**src/rtl/dmem_arbiter.sv**
```systemverilog
// Two-requester arbiter in front of a single-ported block data memory.
// Build option: define DMEM_ARB_ROUND_ROBIN_EN for round-robin ties; default is fixed priority to requester 0.
`ifndef DMEM_BLOCK_ADDR_SIZE
`define DMEM_BLOCK_ADDR_SIZE 10
`endif
`ifndef DBLOCK_SIZE_BITS
`define DBLOCK_SIZE_BITS 128
`endif

module dmem_arbiter #(
    parameter int unsigned ADDR_W = `DMEM_BLOCK_ADDR_SIZE,
    parameter int unsigned BLK_W  = `DBLOCK_SIZE_BITS
) (
    input  logic              clock,
    input  logic              reset,
    input  logic              req0,
    input  logic              we0,
    input  logic [ADDR_W-1:0] addr0,
    input  logic [BLK_W-1:0]  wdata0,
    output logic              ack0,
    output logic [BLK_W-1:0]  rdata0,
    input  logic              req1,
    input  logic              we1,
    input  logic [ADDR_W-1:0] addr1,
    input  logic [BLK_W-1:0]  wdata1,
    output logic              ack1,
    output logic [BLK_W-1:0]  rdata1,
    output logic              mem_ren,
    output logic              mem_wen,
    output logic [ADDR_W-1:0] mem_addr,
    output logic [BLK_W-1:0]  mem_din,
    input  logic              mem_ready,
    input  logic              mem_done,
    input  logic [BLK_W-1:0]  mem_dout
);

    typedef enum logic [1:0] {
        IDLE    = 2'd0,
        READ    = 2'd1,
        WRITE   = 2'd2,
        RELEASE = 2'd3
    } state_t;

    state_t            state, state_nxt;
    logic              win, win_nxt;
    logic              mem_ren_nxt, mem_wen_nxt;
    logic [ADDR_W-1:0] mem_addr_nxt;
    logic [BLK_W-1:0]  mem_din_nxt;
    logic              ack0_nxt, ack1_nxt;
    logic [BLK_W-1:0]  rdata0_nxt, rdata1_nxt;

    logic              sel1;
    logic              sel_we;
    logic [ADDR_W-1:0] sel_addr;
    logic [BLK_W-1:0]  sel_wdata;

`ifdef DMEM_ARB_ROUND_ROBIN_EN
    // 1 when requester 1 received the most recent ack; reset value favours requester 0
    logic last1, last1_nxt;
`endif

    // Winner selection among the requests visible in IDLE
    always_comb begin
`ifdef DMEM_ARB_ROUND_ROBIN_EN
        sel1 = req1 && (!req0 || !last1);
`else
        sel1 = req1 && !req0;
`endif
        sel_we    = sel1 ? we1    : we0;
        sel_addr  = sel1 ? addr1  : addr0;
        sel_wdata = sel1 ? wdata1 : wdata0;
    end

    // Next-state and next registered-output logic
    always_comb begin
        state_nxt    = state;
        win_nxt      = win;
        mem_ren_nxt  = mem_ren;
        mem_wen_nxt  = mem_wen;
        mem_addr_nxt = mem_addr;
        mem_din_nxt  = mem_din;
        ack0_nxt     = 1'b0;
        ack1_nxt     = 1'b0;
        rdata0_nxt   = rdata0;
        rdata1_nxt   = rdata1;
`ifdef DMEM_ARB_ROUND_ROBIN_EN
        last1_nxt    = last1;
`endif

        case (state)
            IDLE: begin
                if (req0 || req1) begin
                    win_nxt      = sel1;
                    mem_addr_nxt = sel_addr;
                    mem_din_nxt  = sel_wdata;
                    if (sel_we) begin
                        mem_wen_nxt = 1'b1;
                        state_nxt   = WRITE;
                    end else begin
                        mem_ren_nxt = 1'b1;
                        state_nxt   = READ;
                    end
                end
            end
            READ: begin
                if (mem_ready) begin
                    mem_ren_nxt = 1'b0;
                    state_nxt   = RELEASE;
                    if (win) begin
                        ack1_nxt   = 1'b1;
                        rdata1_nxt = mem_dout;
                    end else begin
                        ack0_nxt   = 1'b1;
                        rdata0_nxt = mem_dout;
                    end
                end
            end
            WRITE: begin
                if (mem_done) begin
                    mem_wen_nxt = 1'b0;
                    state_nxt   = RELEASE;
                    ack1_nxt    = win;
                    ack0_nxt    = !win;
                end
            end
            RELEASE: begin
                mem_ren_nxt = 1'b0;
                mem_wen_nxt = 1'b0;
                state_nxt   = IDLE;
            end
            default: begin
                mem_ren_nxt = 1'b0;
                mem_wen_nxt = 1'b0;
                state_nxt   = IDLE;
            end
        endcase

`ifdef DMEM_ARB_ROUND_ROBIN_EN
        if (ack0_nxt || ack1_nxt) begin
            last1_nxt = ack1_nxt;
        end
`endif
    end

    // State and output registers
    always_ff @(posedge clock or negedge reset) begin
        if (!reset) begin
            state    <= IDLE;
            win      <= 1'b0;
            mem_ren  <= 1'b0;
            mem_wen  <= 1'b0;
            mem_addr <= '0;
            mem_din  <= '0;
            ack0     <= 1'b0;
            ack1     <= 1'b0;
            rdata0   <= '0;
            rdata1   <= '0;
        end else begin
            state    <= state_nxt;
            win      <= win_nxt;
            mem_ren  <= mem_ren_nxt;
            mem_wen  <= mem_wen_nxt;
            mem_addr <= mem_addr_nxt;
            mem_din  <= mem_din_nxt;
            ack0     <= ack0_nxt;
            ack1     <= ack1_nxt;
            rdata0   <= rdata0_nxt;
            rdata1   <= rdata1_nxt;
        end
    end

`ifdef DMEM_ARB_ROUND_ROBIN_EN
    always_ff @(posedge clock or negedge reset) begin
        if (!reset) begin
            last1 <= 1'b1;
        end else begin
            last1 <= last1_nxt;
        end
    end
`endif

endmodule

```
**config.mk**
```make
export PLATFORM = sky130hd
export DESIGN_NAME = dmem_arbiter
export DESIGN_NICKNAME = d
export VERILOG_FILES = /design/src/rtl/dmem_arbiter.sv
export SDC_FILE = /design/constraint.sdc
export NUM_CORES = 1
export LEC_CHECK = 0
export CAP_MARGIN = 20
export CORE_AREA = 4 4 314 316
export CTS_CLUSTER_SIZE = 25
export DETAILED_ROUTE_END_ITERATION = 8
export DIE_AREA = 0 0 318 320
export PLACE_DENSITY = 0.39
export RECOVER_POWER = 100
export SLEW_MARGIN = 20
export SYNTH_ARGS = -nofsm -noshare
export SYNTH_HDL_FRONTEND = slang
export SYNTH_SLANG_ARGS = --single-unit
```
**constraint.sdc**
```tcl
create_clock -name clock -period 4.2 [get_ports clock]
set_clock_uncertainty 0.05 [all_clocks]
set_input_delay 0.84 -clock clock [delete_from_list [all_inputs] [get_ports clock]]
set_output_delay 0.84 -clock clock [all_outputs]
set_load 0.1 [all_outputs]
```
# --- Word level (Yosys, flattened, before mapping) ---
# Cells that the tools add are included.
totals:
  reg_bits: 401
  out_inout_bits: 398
op_classes:
  n_reduce_logical: 13
  eq_ne: 8
  bitwise_logic: 1
  mux: 24
ops:
  columns: ["operator", "count"]
  rows:
  - ["two-way mux 128 bit", 1]
  - ["two-way mux 1 bit", 13]
  - ["two-way mux 10 bit", 1]
  - ["!= test 2 bit, second input constant", 5]
  - ["AND reduction 3 bit", 3]
  - ["two-way mux 2 bit", 4]
  - ["case mux 2 bit (4 select lines)", 1]
  - ["AND reduction 4 bit", 2]
  - ["case mux 1 bit (3 select lines)", 2]
  - ["nonzero test 3 bit", 2]
  - ["== test 2 bit, second input constant", 2]
  - ["case mux 1 bit (2 select lines)", 2]
  - ["== test 2 x 1 -> 1 bit, second input constant", 1]
  - ["logical NOT 1 bit", 2]
  - ["logical NOT 2 bit", 1]
  - ["AND reduction 2 bit", 1]
  - ["logical AND 1 bit", 1]
  - ["logical OR 1 bit", 1]
  - ["NOT 1 bit", 1]

# --- Logic depth before layout (Yosys ltp) ---
depth:
  ltp_word: 6
  depth_mapped: 8

# --- Least setup slack after synthesis ---
# Ideal clock, no wire load.
synth_timing:
  path_kind: "in2reg"
  start: "input req0"
  end: "register mem_ren"
  arrival_time_ps: 1711
  n_path_buf: 1
  stages: 5
  required_ps: 4025
  setup_time_ps: 125
  setup_slack_ps: 2314
  cell_sequence: "nand2b_1 > buf_6 > mux2i_4 > o21ai_2 > mux2_4"
synth_via:
  elab_chain_len: 5
  word_cells_on_any_way: 7
synth_lines:
  columns: ["item", "line", "source"]
  rows:
  - ["start, declared", "16", "input logic req0,"]
  - ["logical NOT 1 bit", "67", "sel1 = req1 && !req0;"]
  - ["logical AND 1 bit", "67", null]
  - ["two-way mux 1 bit", "69", "sel_we = sel1 ? we1 : we0;"]
  - ["!= test 2 bit (no line)", null, null]
  - ["AND reduction 4 bit (no line) *", null, null]
  - ["end signal, assigned", "161", "mem_ren <= mem_ren_nxt;"]
  - ["end, declared", "28", "output logic mem_ren,"]
# Mark *: on every way between the ends. The rest lies on a longest branch, timed or not.
# A chain may end at the register's enable or synchronous reset.

# --- Worst setup path after layout ---
layout_timing:
  start: "input req0"
  end: "register mem_din[94]"
layout_via:
  elab_chain_len: 3
  word_cells_on_any_way: 5
layout_lines:
  columns: ["item", "line", "source"]
  rows:
  - ["logical NOT 1 bit", "67", null]
  - ["logical AND 1 bit", "67", null]
  - ["two-way mux 128 bit", "71", "sel_wdata = sel1 ? wdata1 : wdata0;"]
  - ["end signal, assigned", "164", "mem_din <= mem_din_nxt;"]
  - ["end, declared", "31", "output logic [BLK_W-1:0] mem_din,"]
# Parallel ways exist; a longest one is shown, timed or not.

==> metrics.cfg <==
[sta]
min_period_over_period = 0.842
setup_viol = 0
fmax_ghz = 0.283
fin_crit_ns = 3.54
hold_violations = 0
rsz0062_at_grt = no
max_slew.worst_pin.slew_ns = 2.55
drv_slew = 281
setup_tns_ns = 0
whs_ns = 0.280
setup_ws_ns = 0.664
slew_headroom = -0.697

[place]
dp_hpwl_um = 53400
gp_congestion = 0.775
dp_cells = 3219
io_buffer_count = 809
pre_cts_ws_ns = 1.26

[cells_and_area]
multiInputGateArea_um2 = 5750
regArea_um2 = 10000
fin_nets = 2414
final_cells = 3326
area.growth.synth_to_final_pct = 68.5
nFillCells = 9952
layout-drive-gt1-share = 0.173

[logic_synthesis]
netlist.area_leader.share = 0.616
yosysSeqAreaShare = 0.616
ys_types = 28
avgSynthCellArea_um2 = 13.8
synthTopCellsByArea = dfrtp_1 62%, mux2_2 18%, mux2i_1 8.7%
yosysWarnings = 0
yosys.area.top_type = dfrtp_1
synthCells = 1184
ys_ff_latch = 401
synth_area_um2 = 16300
syn-num-nets = 1601

[floorplanning]
dieArea_um2 = 102000
initial_core_util = 0.170
core_area_um2 = 96000
row_count = 114
io_pins = 810
die_y_um = 320
die_x_um = 318

[grt]
overflow = 0
grt_start_max_net_pins = 131
use_met3 = 0.0594
busiest_layer = met2
grt_pass1_vias = 13700
grt_use_met2 = 0.230
grtUsageTotal = 0.131
met1_usage = 0.142
grt_first_pass_wirelength_um = 99100
antenna_found_initial = 21

[cts]
clock_tree.buffer_depth = 3
h-tree-depth = 2
cts_sinks = 401
cts_made_buffers = 52
post_cts_resized = 0
cts_root_buf = clkbuf_16
cts-hold-fix-buffers = 0
clock_latency_ns = 0.62
tritoncts = built
clkSlewWorstSetupHoldPaths_ns = 0.05
post_cts_buffers = 0

[drt]
wl_um = 69600
drc = 0
wl_per_cell_um = 20.9
num_vias = 12500
drtAntennaViolNets = 0
drt_first_pass_iters = 4
drt_iter0_markers = 445
routed_via_density = 3.77

[hold_path]
hp-class = primary input to asynchronous set/reset pin

[worst_setup_path]
path_max_fanout = 61
critPathKind = primary input to flop
critPathArrivalTime_ns = 3.97
cp.required_ns = 4.63
cp-end-kind = flop
worstSetupStartpointType = primary input

[job]
cap_viol_max_count = 5

[outcome]
status = complete, but fails checks
violations = max-capacitance violations, max-slew violations

==> synth_stat cells, drive strengths merged <==
master,count
dfrtp,401
nor3,1
buf,60
nand2b,1
mux2,258
ha,5
nor2,5
a21oi,4
nor2b,1
a22oi,1
clkbuf,14
nand2,139
o21ai,141
nand3b,1
o2bb2ai,1
mux2i,142
inv,5
nand3,1
nor3b,2
a21o,1
==> worst paths after layout <==
kind                                 to  depth (start not counted)  slack [ns]    startpoint
min in group clock         mem_din[112]                          2        0.42  mem_din[112]
min                          rdata1[17]                          1        0.28         reset
max                         mem_din[94]                          5        0.66          req0
max in group asynchronous   mem_din[90]                          2        1.59         reset
min reg2reg                mem_din[112]                          2        0.42  mem_din[112]
max reg2reg                  rdata1[93]                          5        0.77      state[1]
==> per-layer routing <==
layer | share of wire | vias up
met2 | 0.51 | 524
met4 | 0.026 | 12
met5 | 0.0010 | -
met1 | 0.37 | 6104
li1 | - | 5810
met3 | 0.097 | 94
==> sequential cells by signal, summed over array words and instances (netlist names) <==
name and cells:
mem_din 128, ack1 1, rdata0 128, mem_addr 10, mem_ren 1, state 2
mem_wen 1, win 1, rdata1 128, ack0 1
==> worst max-delay path, stage by stage <==
cell	delay, ns
dlygate4sd3_1	0.66
nand2b_1	0.83
clkbuf_4	1.14
mux2i_1	0.34
o21ai_1	0.10
==> through the flow <==
step	util	cell area, µm²
floorplan	-	16300
global placement	0.269	25800
detailed placement	0.269	25800
CTS	0.287	27600
global route	0.286	27400
finish	0.286	27500
==> cell type report <==
cell class / count / share of cell area
Inverter: 5 / 0.000684
Timing Repair Buffer: 833 / 0.302
Multi-Input combinational cell: 704 / 0.209
Clock inverter: 12 / 0.00547
Tap cell: 1276 / 0.0581
Sequential cell: 401 / 0.365
Antenna cell: 13 / 0.00118
Clock buffer: 82 / 0.0573
==> layout by cell type, fill, tap and decap left out, drive strengths merged, types with 2 or more instances in the layout <==
| master | count |
|---|---|
| nand2 | 139 |
| mux2i | 142 |
| a21oi | 4 |
| clkbuf | 98 |
| mux2 | 258 |
| dfrtp | 401 |
| diode | 13 |
| clkinv | 7 |
| inv | 7 |
| dlygate4sd3 | 396 |
| nor3b | 2 |
| nor2 | 5 |
| clkdlybuf4s50 | 409 |
| ha | 5 |
| o21ai | 141 |
| bufinv | 2 |
| buf | 11 |
==> cell families (layout without fill, tap and decap cells) <==
kind of cell	after synthesis	in the layout	synth area share
other cells	0	13	0
flops	401	401	0.616
compound gates	148	148	0.0464
simple gates	151	151	0.0359
buf+inv	79	932	0.0316
mux	400	400	0.266
fa+ha+maj	5	5	0.00384
Power is not shown: default switching activity piles up to over one toggle a cycle in this logic, so the estimate is an artifact.
